[src/rtl/lh_pkg.sv]
// Shared types and constants for the light-hash message controller.
// Holds the controller state encoding, byte-class bounds, framing markers and digest width.
package lh_pkg;

  typedef enum logic [2:0] {
    ST_IDLE,
    ST_INIT,
    ST_ABSORB,
    ST_FLUSH,
    ST_LATCH,
    ST_DONE,
    ST_DISCARD
  } lh_ctrl_state_t;

  localparam logic [7:0] LH_HEAD_BYTE = 8'hFF;
  localparam logic [7:0] LH_TAIL_BYTE = 8'h00;
  localparam logic [7:0] LH_LO_BOUND  = 8'h20;
  localparam logic [7:0] LH_HI_BOUND  = 8'h7E;
  localparam int         LH_DIGEST_W  = 64;

endpackage

[src/rtl/lh_char_filter.sv]
// Combinational printable-range check of one byte (zero latency, no flow control).
// Framing markers 8'hFF / 8'h00 fall outside the default bounds and are rejected here.
module lh_char_filter #(
  parameter logic [7:0] LO_BOUND = 8'h20,
  parameter logic [7:0] HI_BOUND = 8'h7E
) (
  input  logic [7:0] data,
  output logic       is_valid
);

  assign is_valid = (data >= LO_BOUND) && (data <= HI_BOUND);

endmodule

[src/rtl/lh_msg_ctrl.sv]
// Frames upstream bytes into the light-hash core; digest valid 2 cycles after the last byte, one byte/cycle, in_ready low outside ABSORB/DISCARD.
// Defining LH_MSG_CTRL_LEN_CHECK_EN enforces MAX_LEN; otherwise length is unlimited and err_too_long stays 0.
module lh_msg_ctrl
  import lh_pkg::*;
#(
  parameter int         MAX_LEN  = 32,
  parameter logic [7:0] LO_BOUND = LH_LO_BOUND,
  parameter logic [7:0] HI_BOUND = LH_HI_BOUND
) (
  input  logic                   clk,
  input  logic                   rst_n,
  input  logic [7:0]             in_byte,
  input  logic                   in_valid,
  input  logic                   in_last,
  output logic                   in_ready,
  output logic                   core_init,
  output logic                   core_byte_valid,
  output logic [7:0]             core_byte,
  input  logic [LH_DIGEST_W-1:0] core_digest,
  output logic [LH_DIGEST_W-1:0] out_digest,
  output logic                   out_valid,
  input  logic                   out_ready,
  output logic                   err_invalid_byte,
  output logic                   err_too_long
);

  lh_ctrl_state_t state, next_state;
  logic accept;
  logic byte_ok;
  logic at_max;
  logic wr_byte;
  logic set_err_invalid;
  logic set_err_long;

  lh_char_filter #(
    .LO_BOUND (LO_BOUND),
    .HI_BOUND (HI_BOUND)
  ) u_filter (
    .data     (in_byte),
    .is_valid (byte_ok)
  );

  assign accept = in_valid && in_ready;

`ifdef LH_MSG_CTRL_LEN_CHECK_EN
  localparam int LEN_W = $clog2(MAX_LEN + 1);
  localparam logic [LEN_W-1:0] MAX_CNT = LEN_W'(MAX_LEN);

  logic [LEN_W-1:0] len_cnt;

  assign at_max = (len_cnt == MAX_CNT);

  // Saturates at MAX_CNT because writes are blocked once at_max is set.
  always_ff @(posedge clk or negedge rst_n) begin
    if (!rst_n) begin
      len_cnt      <= '0;
      err_too_long <= 1'b0;
    end else begin
      err_too_long <= set_err_long;
      if (state == ST_INIT)
        len_cnt <= '0;
      else if (wr_byte)
        len_cnt <= len_cnt + 1'b1;
    end
  end
`else
  logic unused_max_len;

  assign at_max         = 1'b0;
  assign err_too_long   = 1'b0;
  assign unused_max_len = ^MAX_LEN ^ set_err_long;
`endif

  always_comb begin
    next_state      = state;
    wr_byte         = 1'b0;
    set_err_invalid = 1'b0;
    set_err_long    = 1'b0;
    case (state)
      ST_IDLE:    if (in_valid) next_state = ST_INIT;
      ST_INIT:    next_state = ST_ABSORB;
      ST_ABSORB: begin
        if (accept) begin
          if (!byte_ok) begin
            set_err_invalid = 1'b1;
            next_state      = in_last ? ST_IDLE : ST_DISCARD;
          end else if (at_max) begin
            set_err_long = 1'b1;
            next_state   = in_last ? ST_IDLE : ST_DISCARD;
          end else begin
            wr_byte = 1'b1;
            if (in_last) next_state = ST_FLUSH;
          end
        end
      end
      ST_FLUSH:   next_state = ST_LATCH;
      ST_LATCH:   next_state = ST_DONE;
      ST_DONE:    if (out_ready) next_state = ST_IDLE;
      ST_DISCARD: if (accept && in_last) next_state = ST_IDLE;
      default:    next_state = ST_IDLE;
    endcase
  end

  // Flag outputs are registered from next_state so they line up with the state they describe.
  always_ff @(posedge clk or negedge rst_n) begin
    if (!rst_n) begin
      state            <= ST_IDLE;
      in_ready         <= 1'b0;
      core_init        <= 1'b0;
      core_byte_valid  <= 1'b0;
      core_byte        <= 8'h00;
      out_digest       <= '0;
      out_valid        <= 1'b0;
      err_invalid_byte <= 1'b0;
    end else begin
      state            <= next_state;
      in_ready         <= (next_state == ST_ABSORB) || (next_state == ST_DISCARD);
      core_init        <= (next_state == ST_INIT);
      core_byte_valid  <= wr_byte;
      err_invalid_byte <= set_err_invalid;
      if (wr_byte)
        core_byte <= in_byte;
      if (state == ST_LATCH) begin
        out_digest <= core_digest;
        out_valid  <= 1'b1;
      end else if (state == ST_DONE && out_ready) begin
        out_valid <= 1'b0;
      end
    end
  end

endmodule

[config.mk]
export PLATFORM = sky130hd
export DESIGN_NAME = lh_msg_ctrl
export DESIGN_NICKNAME = d
export VERILOG_FILES = /design/src/rtl/lh_pkg.sv /design/src/rtl/lh_char_filter.sv /design/src/rtl/lh_msg_ctrl.sv
export SDC_FILE = /design/constraint.sdc
export NUM_CORES = 1
export LEC_CHECK = 0
export ABC_CLOCK_PERIOD_IN_PS = 1500
export CORE_UTILIZATION = 37
export DETAILED_ROUTE_END_ITERATION = 10
export GPL_TIMING_DRIVEN = 1
export PLACE_DENSITY_LB_ADDON = 0.08
export SLEW_MARGIN = 40
export SYNTH_ARGS = -nofsm -noshare
export SYNTH_HDL_FRONTEND = slang
export SYNTH_SLANG_ARGS = --single-unit
[constraint.sdc]
create_clock -name clk -period 1.5 [get_ports clk]
set_input_delay 0.45 -clock clk [delete_from_list [all_inputs] [get_ports clk]]
set_output_delay 0.45 -clock clk [all_outputs]
set_load 0.02 [all_outputs]
==> results of run 1 <==
[timing repair]
| action | 4_1_cts | 5_1_grt |
|---|---|---|
| resized for setup | 164 | 74 |
| endpoints found under the hold margin | 0 | 0 |
| pin swaps | 3 | 2 |
| setup buffers | 0 | 6 |
| cloned | 0 | 1 |
| endpoints found under the setup margin | 87 | 120 |
[metal layers]
metal	track usage, %	part of all wire, %
met1	22.5	45
met2	25.0	48
met3	4.55	6.0
met4	6.54	1.1
met5	0	0
[Yosys cell counts, types with 2 or more instances]
cell type	count
sky130_fd_sc_hd__mux2_4	49
sky130_fd_sc_hd__buf_6	2
sky130_fd_sc_hd__o22ai_1	2
sky130_fd_sc_hd__dfrtp_1	80
sky130_fd_sc_hd__nand2_1	3
sky130_fd_sc_hd__buf_12	4
sky130_fd_sc_hd__mux2_2	22
sky130_fd_sc_hd__nor2b_1	2
sky130_fd_sc_hd__nand2b_1	2
sky130_fd_sc_hd__nand3_1	2
sky130_fd_sc_hd__o21ai_0	4
[cell type report]
cell class / count / area (um^2) / share of cell area [%]
Sequential cell: 80 / 2000 / 39.5
Inverter: 2 / 7.51 / 0.148
Clock buffer: 10 / 128 / 2.52
Tap cell: 108 / 135 / 2.67
Timing Repair Buffer: 177 / 1510 / 29.8
Clock inverter: 4 / 47.5 / 0.938
Multi-Input combinational cell: 100 / 1240 / 24.4
[registers in the layout (all words and copies together), names as in the netlist]
signal            flops
out_digest           64
core_byte             8
state                 3
core_byte_valid       1
core_init             1
err_invalid_byte      1
in_ready              1
out_valid             1
[cell families (layout without fill, tap and decap cells)]
logic type | Yosys count | in the layout | synth area share [%]
other cells | 1 | 1 | 0.112
simple gates | 19 | 19 | 4.46
mux | 71 | 71 | 29.5
buf+inv | 11 | 193 | 4.12
flops | 80 | 80 | 60.0
compound gates | 9 | 9 | 1.87
[through the flow]
stage               setup TNS, ns  instance area (um^2)  setup WS [ns]  hold WS [ns]
CTS                       -0.0644                  5250        -0.0170         0.138
detailed placement          -5.75                  5060         -0.519         0.492
floorplan                       0                  3340         0.0568         0.154
global placement            -5.39                  5060         -0.480         0.484
global route               -0.240                  5070        -0.0179         0.147
finish                          0                  5070         0.0301         0.124
[power groups by stage]
stage | registers, uW | logic (uW) | clock network [uW]
floorplan | 5040 | 2450 | 0
global placement | 3760 | 6400 | 0
detailed placement | 3800 | 6420 | 0
CTS | 3780 | 5960 | 1530
global route | 3940 | 6010 | 1640
finish | 3780 | 5680 | 1480
[how the worst min path moves through the flow]
stage                                    start                    endpoint  slack, ns  cells past startpoint
floorplan                                rst_n    core_byte[0]$_DFFE_PN0P_       0.15                      0
global placement      core_byte[7]$_DFFE_PN0P_    core_byte[7]$_DFFE_PN0P_       0.48                      1
detailed placement  out_digest[33]$_DFFE_PN0P_  out_digest[33]$_DFFE_PN0P_       0.49                      1
CTS                                      rst_n  out_digest[51]$_DFFE_PN0P_       0.14                      2
global route                             rst_n  out_digest[52]$_DFFE_PN0P_       0.15                      2
finish                                   rst_n  out_digest[51]$_DFFE_PN0P_       0.12                      2
==> flow_summary_export.csv, run 1 <==
group,metric,value,unit
final_layout,drive_gt1_share,49.3,%
status,run_status,"finished, final reports clean",
setup_path,slowest_stage_delay_cp,0.38,ns
power,comb_power_share,51.9,%
cts,numCtsBuffers,9,
floorplan,pin_count,155,
sta,setup_violations,0,
synthesis,synth-edff-count,0,
synthesis,yosys-top-cells-area,"sky130_fd_sc_hd__dfrtp_1, sky130_fd_sc_hd__mux2_4, sky130_fd_sc_hd__mux2_2",
placed_design,port_buffers,153,
setup_path,critical_path.startpoint_type,"flop",
global_routing,grt_max_degree,81,
route,drt_pass1_iterations,3,
synthesis,syn_area,3340,um^2
placed_design,routabilityCongestion,0.714,
cts,ctsLongestPathBuffers,2,
power,power,10900,uW
setup_path,worst_r2r_path_depth,4,
synthesis,ys_async_sr_fraction,100,%
setup_path,startpoint,"out_digest[61]$_DFFE_PN0P_",
synthesis,synth_seq_area_share,60.0,%
setup_path,worstPathArrival,1.02,ns
cts,cts_root_buffer,"sky130_fd_sc_hd__clkbuf_8",
final_layout,fin_util,58.1,%
power,sequential_cell_fraction_of_total_power,34.6,%
floorplan,fp.coreArea,8720,um^2
setup_path,crit_path_cell_trace,"clkdlybuf4s15_1",
floorplan,die_h,97.0,um
setup_path,critical_path_required,1.05,ns
final_layout,finalNonFillerCells,481,
sta,achievable-frequency,680,MHz
synthesis,netlist-cell-type-count,30,
setup_path,path_delay_family,"flip-flops",
setup_path,critPathCaptureType,"output port",
global_routing,first_pass_grt_wire_length,12100,um
global_routing,antenna_violations_before_repair,0,
route,ant_nets,0,
run,max_cap_viol_count,0,
setup_path,timing.rr.end,"out_digest[39]$_DFFE_PN0P_",
power,internal-power,6940,uW
power,netSwitchingPower,4000,uW
synthesis,postSynth.topFlopCell,"sky130_fd_sc_hd__dfrtp_1",
synthesis,synthCells,191,
route,wl,7530,um
floorplan,initial_core_util,38.3,%
final_layout,commonest_non_fill_non_tap_cell_in_the_layout,"sky130_fd_sc_hd__dfrtp_1",
synthesis,synth_top_area_share,60.0,%
global_routing,overflow,0,
setup_path,critical_path_class,"reg -> out",
min_path,hold_path_class,"in -> async",
route,drc,0,
sta,unrepaired_setup_endpoints_after_global_routing,"true",
power,p_sw_share,36.5,%
final_layout,final_cell_mix,"sky130_fd_sc_hd__dfrtp_1, sky130_fd_sc_hd__clkdlybuf4s50_1, sky130_fd_sc_hd__clkbuf_2",
sta,fin_worst_skew,0.00899,ns
setup_path,cpMaxStageDelayCell,"sky130_fd_sc_hd__dfrtp_1",
power,peakVddDrop,0.783,mV
final_layout,layout-area-overhead-vs-synth,51.8,%
final_layout,finalNetCount,447,
setup_path,cp.depth,1,
setup_path,cp_max_fo,2,
floorplan,die_span_in_x,97.0,um
route,detailedRoute.firstIterationViolations,39,
synthesis,synth.ff_latch_count,80,
power,clock_power_share,13.5,%
synthesis,ys_warn_count,0,
final_layout,antennaDiodeCount,0,
sta,slew_violations,0,
global_routing,gr-usage-all-layers,16.5,%
sta,post-route-min-period,1.47,ns
setup_path,critical_path_buf_inv_count,1,
synthesis,syn-mean-instance-area,17.5,um^2
power,power.density,2160,nW/um^2
cts,h_tree_level_count,3,
cts,ctsHoldBuffers,0,
synthesis,synth_area_leader_cell,"sky130_fd_sc_hd__dfrtp_1",
floorplan,placementRows,34,
cts,insertion_delay,0.34,ns
global_routing,grt_pass1_vias,2319,
cts,clkSlewWorstSetupHoldPaths,0.08,ns
placed_design,dp_hpwl,5260,um
setup_path,crit_end,"out_digest[61]",
setup_path,regToRegSetupSlack,0.05,ns
power,leakage,0.00238,uW
synthesis,syn-num-nets,268,
sta,post-route-period-util,98.0,%
cts,cts_sinks,80,
sta,finalHoldViolations,0,
cts,tritoncts_clock_tree,"built",
route,routed_via_density,4.62,
final_layout,fillerInstances,724,
setup_path,critical_path.reg2reg.startpoint,"state[0]$_DFF_PN0_",
route,wl_per_cell,15.6,um
placed_design,number_of_instances_in_the_placed_design,460,
route,routed-via-count,2220,
floorplan,die_area,9410,um^2
(Power assumes the default switching activity.)
==> inputs of run 2 (changes only) <==
--- a/config.mk
+++ b/config.mk
@@ -9,6 +9,7 @@
 export CORE_UTILIZATION = 37
 export DETAILED_ROUTE_END_ITERATION = 10
 export GPL_TIMING_DRIVEN = 1
+export HOLD_SLACK_MARGIN = 0.15
 export PLACE_DENSITY_LB_ADDON = 0.08
 export SLEW_MARGIN = 40
 export SYNTH_ARGS = -nofsm -noshare
==> run 2 against run 1 <==
Against the previous run: critical path depth is the same; first-iteration DRC count grew 2.6%; die area is the same; non-clock buffer count grew 1; fmax is the same; flip-flop and latch count is the same.
==> flow_summary_export.csv, run 2 (synthesis results as in run 1) <==
group,metric,value,unit
setup_path,critical_path.reg2reg.startpoint,"state[0]$_DFF_PN0_",
global_routing,overflow,0,
final_layout,largest_register,"out_digest",
final_layout,commonest_non_fill_non_tap_cell_in_the_layout,"sky130_fd_sc_hd__dfrtp_1",
sta,fin_tns_setup,0,ns
sta,post-route-period-util,98.0,%
final_layout,fillerInstances,723,
final_layout,antennaDiodeCount,0,
floorplan,die_span_in_x,97.0,um
cts,clkSlewWorstSetupHoldPaths,0.08,ns
setup_path,path_delay_family,"flip-flops",
final_layout,layout-area-overhead-vs-synth,52.1,%
route,drc,0,
sta,achievable-frequency,680,MHz
route,routed_via_density,4.61,
sta,setup_violations,0,
cts,insertion_delay,0.34,ns
placed_design,routabilityCongestion,0.714,
power,power,10900,uW
cts,cts_sinks,80,
route,detailedRoute.firstIterationViolations,40,
final_layout,multiInputGateArea,1240,um^2
floorplan,fp.coreArea,8720,um^2
global_routing,gr-usage-all-layers,16.6,%
route,wl_per_cell,15.7,um
sta,unrepaired_setup_endpoints_after_global_routing,"true",
placed_design,number_of_instances_in_the_placed_design,460,
global_routing,grt_max_degree,81,
global_routing,grt_pass1_vias,2318,
power,power.density,2150,nW/um^2
setup_path,critical_path_class,"reg -> out",
route,ant_nets,0,
cts,tritoncts_clock_tree,"built",
route,routed-via-count,2223,
status,run_status,"finished, final reports clean",
final_layout,drive_gt1_share,49.2,%
sta,post-route-min-period,1.47,ns
final_layout,final_cell_mix,"sky130_fd_sc_hd__dfrtp_1, sky130_fd_sc_hd__clkdlybuf4s50_1, sky130_fd_sc_hd__clkbuf_2",
setup_path,startpoint,"out_digest[61]$_DFFE_PN0P_",
setup_path,critical_path_buf_inv_count,1,
setup_path,cpMaxStageDelayCell,"sky130_fd_sc_hd__dfrtp_1",
placed_design,port_buffers,153,
min_path,hold_crit_start,"in_byte[0]",
setup_path,slowest_stage_delay_cp,0.38,ns
cts,h_tree_level_count,3,
sta,setup_ws,0.0301,ns
sta,slew_violations,0,
global_routing,first_pass_grt_wire_length,12100,um
final_layout,reg_top3,"out_digest x64, core_byte x8, state x3",
setup_path,cp_max_fo,2,
floorplan,initial_core_util,38.3,%
setup_path,worstPathArrival,1.02,ns
final_layout,regArea,2000,um^2
final_layout,finalNetCount,448,
setup_path,critical_path.startpoint_type,"flop",
final_layout,number_of_flip_flops_in_the_largest_register,64,
final_layout,finalNonFillerCells,482,
cts,cts_root_buffer,"sky130_fd_sc_hd__clkbuf_8",
min_path,hold_path_class,"in -> reg",
sta,fin_worst_skew,0.00915,ns
floorplan,pin_count,155,
placed_design,dp_hpwl,5260,um
floorplan,die_h,97.0,um
global_routing,antenna_violations_before_repair,0,
power,leakage,0.00238,uW
run,max_cap_viol_count,0,
sta,finalHoldViolations,0,
setup_path,critical_path_required,1.05,ns
cts,numCtsBuffers,9,
route,drt_pass1_iterations,3,
power,peakVddDrop,0.783,mV
placed_design,dp_slack,-0.519,ns
floorplan,placementRows,34,
floorplan,die_area,9410,um^2
route,wl,7550,um
setup_path,crit_path_cell_trace,"clkdlybuf4s15_1",
setup_path,critPathCaptureType,"output port",
cts,ctsLongestPathBuffers,2,
-- run 2: changes by cell type in the layout (fill, tap and decap cells not counted) --
cell                            change
sky130_fd_sc_hd__dlygate4sd3_1      +1
-- run 2: timing repair --
| item | 4_1_cts | 5_1_grt |
|---|---|---|
| setup buffers | 0 | 6 |
| endpoints found under the hold margin | 37 | 0 |
| setup endpoints to repair | 87 | 120 |
| gates resized for setup | 164 | 74 |
| gates cloned | 0 | 1 |
| pin swaps | 3 | 2 |
| hold buffers | 1 | 0 |
-- run 2: layout make-up --
| type | instances | share of cell area, % |
|---|---|---|
| multi-input cells | 100 | 24.4 |
| clock buffers | 10 | 2.51 |
| flip-flops and latches | 80 | 39.4 |
| clock inverters | 4 | 0.936 |
| repair buffers | 178 | 29.9 |
| well taps | 108 | 2.66 |
| inverters | 2 | 0.148 |
-- run 2: layer usage --
layer / global-route usage (%) / wire length, um
met5: 0 / 0
met4: 6.54 / 80
met3: 4.55 / 455
met2: 25.1 / 3640
met1: 22.5 / 3370
-- run 2: where the power goes --
group / total, uW / switching (uW) / internal [uW] / leakage, uW
Clock: 1480 / 736 / 746 / 0.0000880
Sequential: 3780 / 568 / 3210 / 0.000962
Combinational: 5680 / 2690 / 2990 / 0.00133
Total: 10900 / 4000 / 6950 / 0.00238
-- run 2: worst paths after layout --
check,endpoint,slack (ns),depth (start not counted)
max,out_digest[61],0.03,1
min,core_byte[0]$_DFFE_PN0P_,0.41,2
max reg2reg,out_digest[39]$_DFFE_PN0P_,0.05,4
min reg2reg,out_digest[20]$_DFFE_PN0P_,0.51,1
max in group asynchronous,out_digest[15]$_DFFE_PN0P_,0.48,3
min in group asynchronous,out_digest[51]$_DFFE_PN0P_,0.67,3
-- run 2: through the flow --
stage | utilization, % | hold slack [ns] | cell area, um^2
2_1_floorplan | - | 0.154 | 3340
6_report | 58.2 | 0.406 | 5080
3_5_place_dp | 58.0 | 0.492 | 5060
5_1_grt | 58.2 | 0.401 | 5080
4_1_cts | 60.4 | 0.468 | 5260
3_3_place_gp | 58.0 | 0.484 | 5060
==> inputs of run 3 (changes only) <==
--- a/config.mk
+++ b/config.mk
@@ -5,8 +5,8 @@
 export SDC_FILE = /design/constraint.sdc
 export NUM_CORES = 1
 export LEC_CHECK = 0
-export ABC_CLOCK_PERIOD_IN_PS = 1500
-export CORE_UTILIZATION = 37
+export ABC_CLOCK_PERIOD_IN_PS = 1700
+export CORE_UTILIZATION = 44
 export DETAILED_ROUTE_END_ITERATION = 10
 export GPL_TIMING_DRIVEN = 1
 export HOLD_SLACK_MARGIN = 0.15
==> constraint.sdc (replaced) <==
create_clock -name clk -period 1.7 [get_ports clk]
set_input_delay 0.51 -clock clk [delete_from_list [all_inputs] [get_ports clk]]
set_output_delay 0.51 -clock clk [all_outputs]
set_load 0.02 [all_outputs]
==> run 3 against run 2 <==
Against the previous run: first-iteration DRC count rose by 75%; combinational power fell by 14%; count of clock-buffer cells in the layout rose by 3; non-clock buffer count fell by 12; wire length fell by 2.6%; critical endpoint is now core_byte[1]$_DFFE_PN0P_.
==> flow_summary_export.csv, run 3 (synthesis results as in run 1) <==
group,metric,value,unit
route,wl_per_cell,15.9,um
cts,cts_post_setup_buffers_inserted,0,
sta,achievable-frequency,612,MHz
route,routed-via-count,2198,
power,leakage,0.00241,uW
min_path,hold-path-cell-count,1,
cts,h_tree_level_count,3,
floorplan,die_span_in_x,89.1,um
placed_design,routabilityCongestion,0.790,
floorplan,placementRows,31,
floorplan,pin_count,155,
cts,cts_sinks,80,
sta,finalHoldViolations,0,
cts,tritoncts_clock_tree,"built",
final_layout,largest_register,"out_digest",
floorplan,die_area,7940,um^2
route,detailedRoute.firstIterationViolations,70,
setup_path,worstPathArrival,1.84,ns
sta,slew_violations,0,
floorplan,die_h,89.1,um
global_routing,overflow,0,
floorplan,initial_core_util,45.8,%
final_layout,final_cell_mix,"sky130_fd_sc_hd__dfrtp_1, sky130_fd_sc_hd__dlygate4sd2_1, sky130_fd_sc_hd__clkdlybuf4s50_1",
setup_path,worst_r2r_path_depth,3,
final_layout,commonest_non_fill_non_tap_cell_in_the_layout,"sky130_fd_sc_hd__dfrtp_1",
sta,post-route-min-period,1.63,ns
sta,unrepaired_setup_endpoints_after_global_routing,"false",
min_path,hold_path_class,"reg -> reg",
final_layout,finalNetCount,436,
route,routed_via_density,4.75,
power,power.density,1890,nW/um^2
global_routing,grt_pass1_vias,2283,
global_routing,first_pass_grt_wire_length,11300,um
route,wl,7350,um
status,run_status,"finished, final reports clean",
route,drc,0,
cts,insertion_delay,0.33,ns
sta,setup_violations,0,
final_layout,drive_gt1_share,28.6,%
sta,post-route-period-util,96.1,%
final_layout,finalNonFillerCells,463,
final_layout,postLayoutCellArea,5130,um^2
power,peakVddDrop,0.865,mV
setup_path,critPathCaptureType,"flop",
global_routing,antenna_violations_before_repair,0,
placed_design,total_cell_area_at_the_placement_stage,4990,um^2
final_layout,reg_top3,"out_digest x64, core_byte x8, state x3",
global_routing,grt_max_degree,38,
route,ant_nets,0,
floorplan,fp.coreArea,7290,um^2
setup_path,regToRegSetupSlack,0.16,ns
setup_path,cp_max_fo,8,
global_routing,gr-usage-all-layers,19.1,%
setup_path,critical_path_class,"in -> reg",
cts,cts_root_buffer,"sky130_fd_sc_hd__clkbuf_8",
placed_design,port_buffers,153,
setup_path,critical_path_required,1.91,ns
setup_path,critical_path.startpoint_type,"input port",
placed_design,number_of_instances_in_the_placed_design,446,
final_layout,number_of_flip_flops_in_the_largest_register,64,
final_layout,layout-area-overhead-vs-synth,53.7,%
final_layout,antennaDiodeCount,0,
placed_design,dp_hpwl,5360,um
cts,ctsLongestPathBuffers,2,
run,max_cap_viol_count,0,
cts,clkSlewWorstSetupHoldPaths,0.08,ns
route,drt_pass1_iterations,4,
sta,fin_worst_skew,0.00828,ns
cts,numCtsBuffers,9,
## run 3: cell type report
| type | count | area, um^2 |
|---|---|---|
| Inverter | 2 | 7.51 |
| Tap cell | 99 | 124 |
| Fill cell | 568 | 2160 |
| Clock buffer | 13 | 149 |
| Timing Repair Buffer | 166 | 1580 |
| Sequential cell | 80 | 2000 |
| Multi-Input combinational cell | 100 | 1210 |
| Clock inverter | 3 | 65.1 |
## run 3: power breakdown
| part | internal, uW | switching [uW] |
|---|---|---|
| Sequential | 2830 | 446 |
| Combinational | 2560 | 2350 |
| Clock | 868 | 626 |
| Total | 6260 | 3420 |
## run 3: path summary, 6_finish.rpt
kind	from	to
setup / recovery	in_byte[4]	core_byte[1]$_DFFE_PN0P_
hold / removal	out_digest[16]$_DFFE_PN0P_	out_digest[16]$_DFFE_PN0P_
setup reg to reg	state[0]$_DFF_PN0_	out_digest[18]$_DFFE_PN0P_
hold reg to reg	out_digest[16]$_DFFE_PN0P_	out_digest[16]$_DFFE_PN0P_
max in group asynchronous	rst_n	out_digest[53]$_DFFE_PN0P_
min in group asynchronous	rst_n	out_digest[35]$_DFFE_PN0P_
## run 3: stage by stage
stage,setup slack (ns),hold WS (ns),power (uW),TNS (ns),util (%)
floorplan,0.257,0.214,6600,0,-
global placement,-0.325,0.442,8810,-3.36,68.4
CTS,0.0135,0.508,9790,0,70.2
global route,0.0116,0.516,10200,0,70.4
detailed placement,-0.346,0.447,8900,-3.46,68.4
finish,0.0671,0.503,9680,0,70.4
## run 3: critical path: stages
cell and delay (ns):
sky130_fd_sc_hd__clkdlybuf4s50_1 0.43, sky130_fd_sc_hd__nand4_1 0.15, sky130_fd_sc_hd__o221ai_4 0.16, sky130_fd_sc_hd__nor2_4 0.22, sky130_fd_sc_hd__mux2_2 0.37
## run 3: what timing repair did
item / in CTS / in global routing
hold endpoints to repair: 23 / 0
pin swaps: 0 / 2
gates cloned: 0 / 0
hold buffers: 1 / 0
setup endpoints to repair: 77 / 8
gates resized for setup: 77 / 3
## run 3: metal layers
metal	up-vias	global-route usage [%]	wire [um]	part of all wire (%)
met2	91	31.6	3530	48
met1	1081	24.1	3150	43
met3	13	4.25	537	7.3
li1	1013	-	-	-
met4	0	8.37	136	1.8
met5	-	0	0	0
